## config.mk

```make
export PLATFORM = sky130hd
export DESIGN_NAME = bcd2bin_seq
export DESIGN_NICKNAME = d
export VERILOG_FILES = /design/src/rtl/bcd2bin_pkg.sv /design/src/rtl/bcd2bin_seq_digit_adj.sv /design/src/rtl/bcd2bin_seq.sv
export SDC_FILE = /design/constraint.sdc
export NUM_CORES = 1
export LEC_CHECK = 0
export CAP_MARGIN = 20
export CORE_MARGIN = 2
export CORE_UTILIZATION = 45
export CTS_CLUSTER_DIAMETER = 80
export DETAILED_ROUTE_END_ITERATION = 16
export GPL_ROUTABILITY_DRIVEN = 0
export PLACE_DENSITY = 0.76
export SLEW_MARGIN = 10
export SYNTH_ARGS = -nofsm -noshare
export SYNTH_HDL_FRONTEND = slang
export SYNTH_HIERARCHICAL = 1
export SYNTH_SLANG_ARGS = --single-unit
```

## constraint.sdc

```tcl
create_clock -name clk -period 4 [get_ports clk]
set_input_delay 0.4 -clock clk [delete_from_list [all_inputs] [get_ports clk]]
set_output_delay 0.4 -clock clk [all_outputs]
set_load 0.01 [all_outputs]
```

## src/rtl/bcd2bin_pkg.sv

```systemverilog
// Shared sizing, FSM encoding and digit limit for the sequential BCD-to-binary converter.
package bcd2bin_pkg;
  localparam int DIGITS        = 4;
  localparam int BIN_W         = 14;
  localparam int CNT_W         = 4;
  localparam int BCD_MAX_DIGIT = 9;

  typedef enum logic [1:0] {
    IDLE,
    SHIFT,
    DONE
  } state_t;
endpackage

```

## src/rtl/bcd2bin_seq_digit_adj.sv

```systemverilog
// One BCD digit correction for reverse double-dabble: subtract 3 when the shifted digit is 8 or more.
module bcd_digit_adj (
  input  logic [3:0] digit,
  output logic [3:0] adj
);
  assign adj = (digit >= 4'd8) ? digit - 4'd3 : digit;
endmodule

```

## src/rtl/bcd2bin_seq.sv

```systemverilog
// Packed-BCD to binary converter, one right shift plus per-digit correction per clock.
// Valid input: done 15 clocks after the accepting edge; any digit above 9 short-cuts to DONE in 1 clock.
module bcd2bin_seq
  import bcd2bin_pkg::*;
#(
  parameter int DIGITS = bcd2bin_pkg::DIGITS,
  parameter int BIN_W  = bcd2bin_pkg::BIN_W,
  parameter int CNT_W  = bcd2bin_pkg::CNT_W
) (
  input  logic                clk,
  input  logic                rst_n,
  input  logic                start,
  input  logic [4*DIGITS-1:0] bcd,
  output logic                busy,
  output logic                done,
  output logic [BIN_W-1:0]    bin,
  output logic                err
);
  localparam int BW = 4 * DIGITS;
  localparam int WW = BW + BIN_W;

  state_t            state, state_nx;
  logic [BW-1:0]     bcd_sr;
  logic [BIN_W-1:0]  bin_sr;
  logic [CNT_W-1:0]  cnt;
  logic [WW-1:0]     wk_sh;
  logic [BW-1:0]     bcd_adj;
  logic              bcd_bad;

  always_comb begin
    bcd_bad = 1'b0;
    for (int i = 0; i < DIGITS; i++) begin
      if (bcd[4*i +: 4] > 4'(BCD_MAX_DIGIT)) bcd_bad = 1'b1;
    end
  end

  // Zero enters the MSB; the digit corrections apply to the already-shifted BCD field.
  assign wk_sh = {bcd_sr, bin_sr} >> 1;

  for (genvar g = 0; g < DIGITS; g++) begin : g_adj
    bcd_digit_adj u_adj (
      .digit (wk_sh[BIN_W + 4*g +: 4]),
      .adj   (bcd_adj[4*g +: 4])
    );
  end

  always_comb begin
    state_nx = state;
    case (state)
      IDLE:    if (start) state_nx = bcd_bad ? DONE : SHIFT;
      SHIFT:   if (cnt == CNT_W'(BIN_W - 1)) state_nx = DONE;
      DONE:    state_nx = IDLE;
      default: state_nx = IDLE;
    endcase
  end

  always_ff @(posedge clk or negedge rst_n) begin
    if (!rst_n) begin
      state  <= IDLE;
      bcd_sr <= '0;
      bin_sr <= '0;
      cnt    <= '0;
      busy   <= 1'b0;
      done   <= 1'b0;
      bin    <= '0;
      err    <= 1'b0;
    end else begin
      state <= state_nx;
      done  <= (state == DONE);
      case (state)
        IDLE: begin
          if (start) begin
            busy <= 1'b1;
            if (bcd_bad) begin
              err <= 1'b1;
              bin <= '0;
            end else begin
              bcd_sr <= bcd;
              bin_sr <= '0;
              cnt    <= '0;
              err    <= 1'b0;
            end
          end
        end
        SHIFT: begin
          bcd_sr <= bcd_adj;
          bin_sr <= wk_sh[BIN_W-1:0];
          cnt    <= cnt + CNT_W'(1);
        end
        DONE: begin
          busy <= 1'b0;
          // The error path cleared bin at acceptance and never loaded the shift register.
          if (!err) bin <= bin_sr;
        end
        default: ;
      endcase
    end
  end
endmodule

```

==> impl_metrics.ini, run 1 <==
[synth]
yosys-top-cells-count = dfrtp_1, mux2i_1, a21o_1
yosysTopAreaCell = dfrtp_1
synth-async-reset-ratio = 1.00
synth_cell_types = 32
synth_fa_ha_area_frac = 0.0392
ys_ff_latch = 53
synthTopCellsByArea = dfrtp_1, mux2i_1, a21o_1
ys.flop_type = dfrtp_1
synth_top_family_by_area = compound AO/OA/AOI/OAI gates
netlist_instances = 321
ys_seq_area_frac = 0.415
synth_top_cell_area_share = 0.415
yosys.cell_count.top_type = dfrtp_1
synth-xor-area-share = 0.0274
netlist_area_um2 = 3190
synth_compound_area_frac = 0.227
avgSynthCellArea_um2 = 9.95
yosys.area_share.simple = 0.0897
synth_mux_area_frac = 0.150
ys_warn_count = 6
synth_edf_count = 0

[cts]
ctsHoldBuffers = 0
clk_latency_ns = 0.31
cts_made_buffers = 5
clk_pin_slew_ns = 0.09
cts_root_buffer = clkbuf_8
clk_path_buf_depth = 2
cts_tree = done
h-tree-depth = 2
clock-sinks = 53
post_cts_buffers = 0
cts_resized = 0

[timing]
tightest_slew_ns = 0.985
holdWs_ns = 0.209
fin_tns_setup_ns = 0
rsz0062_at_grt = no
period_share = 0.524
fmax_mhz = 477
post-route-min-period_ns = 2.10
maxSlewViolCount = 0
slew_headroom = 0.341
setup_viol = 0
fin_skew_ns = 0.00870
finalHoldViolCount = 0

[grt]
grtUsageTotal = 0.175
grt_max_degree = 54
antenna_found_initial = 0
grt_pass1_wl_um = 10800
grt_pass1_vias = 2311
grt_overflow = 0

[status]
status = finished, final reports clean

[floorplanning]
initial_core_util = 0.468
die_h_um = 88.3
io_pins = 36
die_x_um = 88.3
core_um2 = 6830
rows = 30
dieArea_um2 = 7790

[flow_run]
drv_cap = 0

[critical_path]
criticalPathCategory = reg2out
crit_path_top_delay_cell = dfrtp_1
reg2reg_slack_ns = 2.01
r2r-start = err
r2r_cells = 4
cpPeakStageDelay_ns = 0.74
path_delay_family = flip-flops
path_buf_inv = 1
r2r-end = bin[6]
start_kind = flip-flop
cp.arrival_ns = 1.70
crit_fanout = 17
cp.required_ns = 3.60
crit_chain = clkdlybuf4s50_1
endpoint_kind = output port

[layout]
regArea_um2 = 1330
diodes = 0
fin_nets = 379
fill_cells = 626
fin_util = 0.540
multi_input_area_um2 = 1730
area_delta_synth_final_pct = 15.5
final_cell_area_um2 = 3690
drive_gt1_frac = 0.0543

[pwr]
peakVddDrop_v = 0.000249
leakage_nw = 1.82
pwr_density_cell_nw_per_um2 = 653

[place]
placed_area_um2 = 3580
port_buffers = 35
detailed_place_hpwl_um = 4110

[routing]
final_antenna_net_count = 0
drtPass1Iterations = 4
drt_wl_total_um = 6340
post_drt_wl_per_cell_um = 14.2
drt_iter0_drc = 137
post-route-drc-count = 0
via_per_inst = 5.47
vias = 2440

[hold_path]
hp-class = in2async
## layer usage
| layer | up-vias | part of all wire | GRT usage |
|---|---|---|---|
| met5 | - | 0 | 0 |
| met4 | 0 | 0.021 | 0.0537 |
| met1 | 1176 | 0.48 | 0.237 |
| met2 | 54 | 0.46 | 0.290 |
| li1 | 1197 | - | - |
| met3 | 13 | 0.038 | 0.0308 |
## cell families after synthesis
logic type / count (synthesis)
compound gates: 108
simple gates: 60
flops: 53
mux: 48
buf+inv: 31
fa+ha+maj: 10
xor+xnor: 10
other cells: 1
## cell usage in the layout (no fill, tap or decap), types with 5 or more instances in the layout
cell type        instances
o21ai_0                 16
clkbuf_8                 5
o21ai_1                  6
a22o_1                  14
mux2i_1                 48
a21oi_1                 25
xor2_1                   6
clkdlybuf4s50_1         34
nor2b_1                  6
a21o_1                  29
nand2_1                 21
dfrtp_1                 53
a22oi_1                 14
inv_1                   10
ha_1                    10
conb_1                   5
nor2_1                  21
## how the worst max path moves through the flow
stage / start / to / slack, ns / cells after the start
floorplan: bcd_sr[9] / bcd_sr[9] / 2.65 / 8
global placement: bcd[2] / cnt[3] / 1.84 / 5
detailed placement: bcd[2] / cnt[2] / 1.78 / 5
CTS: err / err / 1.91 / 1
global route: err / bin[6] / 1.79 / 4
finish: err / err / 1.90 / 1
## layout make-up
type / instances / share of cell area
clock buffers: 5 / 0.0187
clock inverters: 2 / 0.00950
inverters: 10 / 0.0102
multi-input cells: 241 / 0.468
flip-flops and latches: 53 / 0.360
well taps: 96 / 0.0326
repair buffers: 39 / 0.102
## power by group
| part | leakage, nW | total [mW] | internal, mW | switching, mW |
|---|---|---|---|---|
| sequential | 0.667 | 1.02 | 0.752 | 0.268 |
| combinational | 1.10 | 1.03 | 0.529 | 0.505 |
| clock | 0.0540 | 0.353 | 0.182 | 0.171 |
| total | 1.82 | 2.41 | 1.46 | 0.944 |
## registers in the layout, indices dropped and copies added (netlist names)
name,flops
done,1
busy,1
bcd_sr,16
err,1
state,2
bin_sr,14
bin,14
cnt,4
## per-stage QoR
stage               instances  setup slack (ns)  power, mW
global route              446              1.79       2.62
global placement          439              1.84       2.02
CTS                       446              1.91       2.42
floorplan                 325              2.65       1.77
finish                    446              1.90       2.41
detailed placement        439              1.78       2.07
Power figures use the tool's default switching activity.
==> inputs of run 2 (changes only) <==
Clock period 4 ns to 2.1 ns, I/O delays scaled along.
==> run 2 against run 1 <==
Cell area is 2.1% higher. Core utilization increased by 1.2 points. Combinational power up 93%. Cell count up 2.0%. Clock power increased by 110%. Via count increased by 0.74%. Worst setup slack worse by 1.7 ns. Sequential share of layout area fell by 0.75 points. Total power is 95% higher. Global-route usage is 0.48 points higher. Largest cell class unchanged. Largest power group unchanged.
==> impl_metrics.ini, run 2 (synthesis results as in run 1) <==
[status]
status = finished, final reports clean

[floorplanning]
core_um2 = 6830
io_pins = 36
initial_core_util = 0.468
dieArea_um2 = 7790
rows = 30
die_x_um = 88.3
die_h_um = 88.3

[grt]
grt_pass1_vias = 2384
antenna_found_initial = 0
grt_max_degree = 25
grt_overflow = 0
busiest_layer = met2
grtUsageTotal = 0.180
grt.met2_usage = 0.321
grt_pass1_wl_um = 11100
met1_usage = 0.229
grt_util_met3 = 0.0364

[pwr]
p_clk_frac = 0.158
p_int_mw = 2.86
power_mw = 4.70
peakVddDrop_v = 0.000649
switching_share = 0.392
power.net_switching_mw = 1.84
leakage_nw = 1.86
pwr_density_cell_nw_per_um2 = 1250
power.share.sequential = 0.419
combPwrFrac = 0.423

[routing]
drt_iter0_drc = 122
post-route-drc-count = 0
drtPass1Iterations = 4
final_antenna_net_count = 0
drt_wl_total_um = 6500
via_per_inst = 5.40
post_drt_wl_per_cell_um = 14.3
vias = 2458

[layout]
regArea_um2 = 1330
fin_nets = 387
drive_gt1_frac = 0.0752
final_cell_mix = dfrtp_1, mux2i_1, clkdlybuf4s50_1
reg_top3 = bcd_sr x16, bin x14, bin_sr x14
fill_cells = 624
area_delta_synth_final_pct = 17.9
mostFrequentLayoutCell = dfrtp_1
diodes = 0
top_register = bcd_sr
largest_reg_flops = 16
multi_input_area_um2 = 1730

[cts]
ctsHoldBuffers = 1
clk_latency_ns = 0.31
clk_pin_slew_ns = 0.10
clock-sinks = 53
clk_path_buf_depth = 2
cts_made_buffers = 5
h-tree-depth = 2
cts_root_buffer = clkbuf_8
cts_tree = done
post_cts_buffers = 0
cts_resized = 0

[timing]
fin_skew_ns = 0.00661
fin_tns_setup_ns = 0
slew_headroom = 0.358
period_share = 0.912
setup_viol = 0
fmax_mhz = 522
rsz0062_at_grt = no
post-route-min-period_ns = 1.91
tightest_slew_ns = 0.959
finalHoldViolCount = 0
maxSlewViolCount = 0
setup_ws_ns = 0.186

[place]
port_buffers = 35
detailed_place_hpwl_um = 4510
pre_cts_slack_ns = 0.187

[critical_path]
crit_path_top_delay_cell = dfrtp_1
endpoint_kind = output port
cp.required_ns = 1.89
cp.arrival_ns = 1.70
criticalPathCategory = reg2out
cpPeakStageDelay_ns = 0.63
crit_chain = buf_4 -> clkdlybuf4s50_1
start_kind = flip-flop
crit_fanout = 11

[flow_run]
drv_cap = 0

[hold_path]
hp-class = in2async
run 2: layer usage:
metal / up-vias / wire length, um / share of wire
met5: - / 0 / 0
met4: 0 / 48 / 0.0074
met3: 4 / 204 / 0.031
met2: 37 / 3320 / 0.51
met1: 1211 / 2930 / 0.45
li1: 1206 / - / -
run 2: path summary, 6_finish.rpt:
check,slack (ns),cells past startpoint,endpoint,startpoint
setup reg to reg,0.20,4,bin[3],err
max in group asynchronous,1.15,3,bcd_sr[4],rst_n
hold reg to reg,0.54,1,bin_sr[0],bin_sr[0]
hold / removal,0.33,2,bin_sr[7],rst_n
min in group clk,0.54,1,bin_sr[0],bin_sr[0]
setup / recovery,0.19,2,err,err
run 2: worst max-delay path: cells and delay by family (launching register included):
| family | cells | cell delay [ns] |
|---|---|---|
| buffers and inverters | 2 | 0.76 |
| DFF | 1 | 0.63 |
run 2: power groups by stage:
| stage | clock, mW | combinational, mW | sequential [mW] |
|---|---|---|---|
| 2_1_floorplan | 0 | 1.52 | 1.86 |
| 3_3_place_gp | 0 | 1.94 | 1.95 |
| 3_5_place_dp | 0 | 2.01 | 1.98 |
| 4_1_cts | 0.749 | 2.02 | 1.97 |
| 5_1_grt | 0.798 | 2.26 | 2.04 |
| 6_report | 0.742 | 1.99 | 1.97 |
run 2: cell type report:
| class | instances | area share |
|---|---|---|
| repair buffers | 47 | 0.116 |
| well taps | 96 | 0.0319 |
| flip-flops and latches | 53 | 0.352 |
| clock buffers | 6 | 0.0219 |
| multi-input cells | 241 | 0.458 |
| clock inverters | 2 | 0.00996 |
| inverters | 10 | 0.00996 |
run 2: metrics by stage:
stage	std cells	instance area, um^2	util	hold WS, ns
6_report	455	3770	0.551	0.332
3_5_place_dp	446	3640	0.532	0.145
2_1_floorplan	325	3210	-	-0.0856
4_1_cts	455	3770	0.551	0.348
3_3_place_gp	446	3640	0.532	0.152
5_1_grt	455	3770	0.551	0.363
==> inputs of run 3 (changes only) <==
Settings changed: SLEW_MARGIN 10 to 5.
==> results of run 3 <==
No change in the layout: final DEF, timing and power equal those of run 2.
